File: config.mk
export PLATFORM = sky130hd
export DESIGN_NAME = seq_alu
export DESIGN_NICKNAME = d
export VERILOG_FILES = /design/src/rtl/seq_alu.sv
export SDC_FILE = /design/constraint.sdc
export NUM_CORES = 1
export LEC_CHECK = 0
export CORE_ASPECT_RATIO = 1.25
export CORE_MARGIN = 8
export CORE_UTILIZATION = 40
export DETAILED_ROUTE_END_ITERATION = 16
export SKIP_LAST_GASP = 1
export SLEW_MARGIN = 20
export SYNTH_ARGS = -nofsm -noshare
export SYNTH_HDL_FRONTEND = slang
export SYNTH_SLANG_ARGS = --single-unit
File: constraint.sdc
create_clock -name clk -period 17.8 [get_ports clk]
set_clock_uncertainty 0.15 [all_clocks]
set_input_delay 1.78 -clock clk [delete_from_list [all_inputs] [get_ports clk]]
set_output_delay 1.78 -clock clk [all_outputs]
set_load 0.01 [all_outputs]
File: src/rtl/seq_alu.sv
// rtl/seq_alu.sv - multi-cycle ALU with NZCV flags, conditional execution and shift-add multiplier
// Optional: SEQ_ALU_MUL_EARLY_EXIT_EN stops MUL once the remaining multiplier bits are zero.
module seq_alu #(
  parameter int WIDTH   = 32,
  parameter int IMM_W   = 16,
  parameter int SHAMT_W = 5
) (
  input  logic               clk,
  input  logic               rst,
  input  logic               start,
  input  logic [3:0]         op_code,
  input  logic [3:0]         conditional,
  input  logic               s_bit,
  input  logic [WIDTH-1:0]   source_1,
  input  logic [WIDTH-1:0]   source_2,
  input  logic [IMM_W-1:0]   immediate_value,
  output logic               busy,
  output logic               done,
  output logic               cond_pass,
  output logic [WIDTH-1:0]   result,
  output logic [3:0]         flags
);

  localparam int CNT_W = $clog2(WIDTH + 1);

  localparam logic [3:0] OP_ADD = 4'd0,  OP_SUB = 4'd1,  OP_MUL = 4'd2,  OP_ORR = 4'd3;
  localparam logic [3:0] OP_AND = 4'd4,  OP_EOR = 4'd5,  OP_MVI = 4'd6,  OP_MOV = 4'd7;
  localparam logic [3:0] OP_LSR = 4'd8,  OP_LSL = 4'd9,  OP_ROR = 4'd10, OP_CMP = 4'd11;
  localparam logic [3:0] OP_ADR = 4'd12;

  typedef enum logic [1:0] {IDLE, EXEC, MUL} state_t;

  state_t state_q, state_d;

  logic [3:0]         op_q;
  logic               s_q;
  logic               cond_ok_q;
  logic [WIDTH-1:0]   a_q, b_q;
  logic [IMM_W-1:0]   imm_q;
  logic [WIDTH-1:0]   acc_q, mcand_q, mplier_q;
  logic [CNT_W-1:0]   cnt_q;

  function automatic logic cond_eval(input logic [3:0] c, input logic [3:0] f);
    logic n, z, cy, v;
    {n, z, cy, v} = f;
    case (c)
      4'd0:    cond_eval = z;
      4'd1:    cond_eval = !z;
      4'd2:    cond_eval = cy;
      4'd3:    cond_eval = !cy;
      4'd4:    cond_eval = n;
      4'd5:    cond_eval = !n;
      4'd6:    cond_eval = v;
      4'd7:    cond_eval = !v;
      4'd8:    cond_eval = cy && !z;
      4'd9:    cond_eval = !cy || z;
      4'd10:   cond_eval = (n == v);
      4'd11:   cond_eval = (n != v);
      4'd12:   cond_eval = !z && (n == v);
      4'd13:   cond_eval = z || (n != v);
      default: cond_eval = 1'b1;
    endcase
  endfunction

  logic accept, pass_now, mul_last;

  assign busy     = (state_q != IDLE);
  assign accept   = start && !busy;
  assign pass_now = cond_eval(conditional, flags);

`ifdef SEQ_ALU_MUL_EARLY_EXIT_EN
  assign mul_last = (cnt_q != '0) && (mplier_q == '0);
`else
  assign mul_last = (cnt_q == CNT_W'(WIDTH));
`endif

  always_ff @(posedge clk or posedge rst) begin
    if (rst) state_q <= IDLE;
    else     state_q <= state_d;
  end

  always_comb begin
    state_d = state_q;
    case (state_q)
      IDLE:    if (accept) state_d = (op_code == OP_MUL && pass_now) ? MUL : EXEC;
      EXEC:    state_d = IDLE;
      MUL:     if (mul_last) state_d = IDLE;
      default: state_d = IDLE;
    endcase
  end

  logic [WIDTH:0]     sum, diff;
  logic [SHAMT_W-1:0] shamt, lsr_idx, lsl_idx;
  logic [SHAMT_W:0]   inv_shamt;
  logic [WIDTH-1:0]   alu_res;
  logic               alu_c, alu_v, wr_res, upd_flags;
  logic [3:0]         flags_new;

  assign sum       = {1'b0, a_q} + {1'b0, b_q};
  assign diff      = {1'b0, a_q} - {1'b0, b_q};
  assign shamt     = imm_q[SHAMT_W+2:3];
  assign inv_shamt = (SHAMT_W+1)'(WIDTH) - {1'b0, shamt};
  assign lsr_idx   = shamt - SHAMT_W'(1);
  assign lsl_idx   = inv_shamt[SHAMT_W-1:0];

  always_comb begin
    alu_res = '0;
    alu_c   = flags[1];
    alu_v   = flags[0];
    case (op_q)
      OP_ADD: begin
        alu_res = sum[WIDTH-1:0];
        alu_c   = sum[WIDTH];
        alu_v   = (a_q[WIDTH-1] == b_q[WIDTH-1]) && (sum[WIDTH-1] != a_q[WIDTH-1]);
      end
      OP_SUB, OP_CMP: begin
        alu_res = diff[WIDTH-1:0];
        alu_c   = !diff[WIDTH];
        alu_v   = (a_q[WIDTH-1] != b_q[WIDTH-1]) && (diff[WIDTH-1] != a_q[WIDTH-1]);
      end
      OP_ORR: alu_res = a_q | b_q;
      OP_AND: alu_res = a_q & b_q;
      OP_EOR: alu_res = a_q ^ b_q;
      OP_MVI, OP_ADR: alu_res = WIDTH'(imm_q);
      OP_MOV: alu_res = a_q;
      OP_LSR: begin
        alu_res = a_q >> shamt;
        if (shamt != '0) alu_c = a_q[lsr_idx];
      end
      OP_LSL: begin
        alu_res = a_q << shamt;
        if (shamt != '0) alu_c = a_q[lsl_idx];
      end
      OP_ROR: begin
        // Shift by WIDTH (shamt=0) yields 0 on the left term, so the rotate degenerates to A.
        alu_res = (a_q >> shamt) | (a_q << inv_shamt);
        if (shamt != '0) alu_c = alu_res[WIDTH-1];
      end
      default: alu_res = '0;
    endcase
  end

  assign flags_new = {alu_res[WIDTH-1], (alu_res == '0), alu_c, alu_v};
  assign wr_res    = (op_q != OP_CMP) && (op_q <= OP_ADR);
  assign upd_flags = (s_q || op_q == OP_CMP) && (op_q <= OP_ADR);

  always_ff @(posedge clk or posedge rst) begin
    if (rst) begin
      result    <= '0;
      flags     <= '0;
      done      <= 1'b0;
      cond_pass <= 1'b0;
      op_q      <= '0;
      s_q       <= 1'b0;
      cond_ok_q <= 1'b0;
      a_q       <= '0;
      b_q       <= '0;
      imm_q     <= '0;
      acc_q     <= '0;
      mcand_q   <= '0;
      mplier_q  <= '0;
      cnt_q     <= '0;
    end else begin
      done <= 1'b0;
      case (state_q)
        IDLE: if (accept) begin
          op_q      <= op_code;
          s_q       <= s_bit;
          cond_ok_q <= pass_now;
          a_q       <= source_1;
          b_q       <= source_2;
          imm_q     <= immediate_value;
          acc_q     <= '0;
          mcand_q   <= source_1;
          mplier_q  <= source_2;
          cnt_q     <= '0;
        end
        EXEC: begin
          done      <= 1'b1;
          cond_pass <= cond_ok_q;
          if (cond_ok_q) begin
            if (wr_res)    result <= alu_res;
            if (upd_flags) flags  <= flags_new;
          end
        end
        MUL: begin
          if (mul_last) begin
            done      <= 1'b1;
            cond_pass <= 1'b1;
            result    <= acc_q;
            if (s_q) flags <= {acc_q[WIDTH-1], (acc_q == '0), flags[1:0]};
          end else begin
            if (mplier_q[0]) acc_q <= acc_q + mcand_q;
            mcand_q  <= mcand_q << 1;
            mplier_q <= mplier_q >> 1;
            cnt_q    <= cnt_q + CNT_W'(1);
          end
        end
        default: ;
      endcase
    end
  end

endmodule

==> run metrics <==
Synth Flop Type dfrtp_1; Clock Tree Root clkbuf_16; PortBufs 130; count leader, synth nand2_1; Iter 0 DRT Violations 2897; detailed-route vias per instance 6.45; TritonCTS Sinks 228; GRT overflow 0; Total GRT Usage 32.9%; Residual DRC 0; CP Max Fanout 49; first-pass GRT wire length 156000 um; largest net degree at the start of global routing 128; kind of critical path register to register; Worst-Margin Slew 1.20 ns; worst hold margin 0.330 ns; non-filler cells, final 3536; Syn-to-layout area delta 12.4%; CTS Buf Count 27; syn nets 3008; Synth Area in Simple Gates 16.8%; startpoint types register; Core Util, Final 45.2%; total power 4.62 mW; post-synthesis async set-or-reset flop share 100%; Compound-Gate Fraction of Synth Area 25.1%; post-DP HPWL 82600 um; post-route ant nets 0; status completed; Worst-path clk slew 0.06 ns; DIE HEIGHT 280 um; CTS max path bufs 3; Initial Util 40.2%; Filler Cell Count 5651; ratio of cells with drive above 1 in the final layout 9.42%; vias in the first global route 22400; Pwr per Cell Area 184 nW/um^2; DP Cell Count 3486; largest family of logic cells by synthesized area compound AO/OA/AOI/OAI gates; synthesized-area fraction occupied by adder cells 8.32%; CTS tree yes; Crit. End Element register; standard-cell row count 97; Min-Delay Path Class register to register; drt first pass iters 8; fin crit period 6.17 ns; H-tree depth 1; area leader, netlist dfrtp_1; die area 63700 um^2; register area share after synthesis 25.5%; per-cell routed wire length 30.3 um; mux cell area share after synthesis 16.3%; vias after detailed routing 22800; Slew Limit Fails 0; Post-synth top cells nand2_1 (380), o21ai_0 (307), dfrtp_1 (228); arrival time worst endpoint 6.47 ns; cts hold-fix bufs 0; Worst VDD drop 0.0896 mV; io pins 131; multi-input logic area 15300 um^2; mean area per synthesized cell 8.06 um^2; count of cell types in the netlist 92; post-cts repair resize count 0; Post-Synth XOR/XNOR Area 1.72%; leakage 10.5 nW; max-cap violation count 0; final wirelength 107000 um; Worst Path Required 18.11 ns; Post-Syn Area 22300 um^2; area share of the largest cell type after synthesis 25.5%; post-route cell area 25100 um^2; EDFF count, synth 0; Max Fclk 0.162 GHz; clk_lat worst skew 0.58 ns; max_slew headroom 19.6%; Core ar. 55600 um^2; gpl congestion 1.01; RSZ-0062 raised after global routing no; die width 227 um; yosys warns 0; Setup TNS 0 ns; placed cell areas 24200 um^2; Syn Inst Count 2770; Setup WS post-layout 11.63 ns; Seq cells post-synth 228; dominant cells by area after synthesis dfrtp_1 (26%), ha_1 (8.0%), mux2i_1 (7.5%), o21ai_0 (6.9%), nand2_1 (6.4%); final hold vios 0; Final Cycle Share 34.6%; Placement Setup Slack 11.71 ns; Reg area 5710 um^2; # nets final 3011; Setup violations, final 0; initial antenna violation count 5; setup bufs post-CTS 0
[layout by cell type, fill, tap and decap left out, types with 33 or more instances in the layout]
cell type        synthesis  final
ha_1                   143    142
o21ai_0                307    306
clkdlybuf4s50_1          0    130
o22ai_1                 37     37
buf_4                    5     60
nand3_1                 43     43
a211oi_1                49     49
a21oi_1                179    179
dfrtp_1                228    223
nor2_1                 216    215
nor3_1                  47     47
inv_1                  120    119
nand2_1                380    378
mux2i_1                168    168
mux4_2                  56     56
mux2_2                  61     61
a22o_1                  33     33
[report_power, final]
| part | switching [mW] | internal, mW |
|---|---|---|
| combinational | 2.05 | 1.08 |
| sequential | 0.246 | 0.673 |
| clock | 0.236 | 0.330 |
[kinds of logic (layout without fill, tap and decap cells)]
logic type      count (synthesis)  after routing
compound gates                882            882
fa+ha+maj                     147            147
other cells                     0              1
simple gates                  842            842
xor+xnor                       43             43
mux                           286            286
buf+inv                       342            365
flops                         228            228
[registers in the layout (all words and copies together) (netlist names)]
name / count
result: 32
s_q: 1
done: 1
cond_ok_q: 1
b_q: 32
flags: 4
op_q: 4
imm_q: 16
a_q: 32
cond_pass: 1
mcand_q: 32
cnt_q: 6
acc_q: 32
mplier_q: 32
state_q: 2
[path summary, 6_finish.rpt]
check / startpoint / to / slack, ns / cells past startpoint
max: imm_q[3] / flags[2] / 11.63 / 14
min: mplier_q[28] / mplier_q[28] / 0.33 / 2
max reg2reg: imm_q[3] / flags[2] / 11.63 / 14
min reg2reg: mplier_q[28] / mplier_q[28] / 0.33 / 2
max in group asynchronous: rst / imm_q[4] / 13.80 / 4
min in group asynchronous: rst / op_q[2] / 1.65 / 2
[critical path, stage by stage (launching register included)]
cell and delay [ns]:
dfrtp_4 0.60, buf_4 0.66, buf_4 0.62, mux2i_1 0.68
nand2_1 0.10, o21ai_0 0.10, a21oi_1 0.19, a21oi_1 0.36
o221ai_1 0.31, a211o_1 0.36, a211oi_1 0.69, and3_1 0.27
nand3_1 0.11, or4_1 0.59, o41ai_2 0.22
[routing by layer]
layer  vias to the layer above  GRT usage, %  routed length (um)  share of wire (%)
li1                      10100             -                   -                  -
met1                     11300          42.9               44000                 41
met2                      1143          53.4               49600                 46
met3                       251          4.27                7370                6.9
met4                         0          15.6                6010                5.6
met5                         -             0                   0                  0
[final cells by class]
class	instances	share of cell area [%]
sequential	228	22.8
multi-input combinational	2200	61.1
tap	742	3.70
clock buffer	41	3.10
antenna	1	0.00997
timing repair buffer	190	6.98
inverter	126	1.91
clock inverter	8	0.404
(Power assumes the default switching activity.)
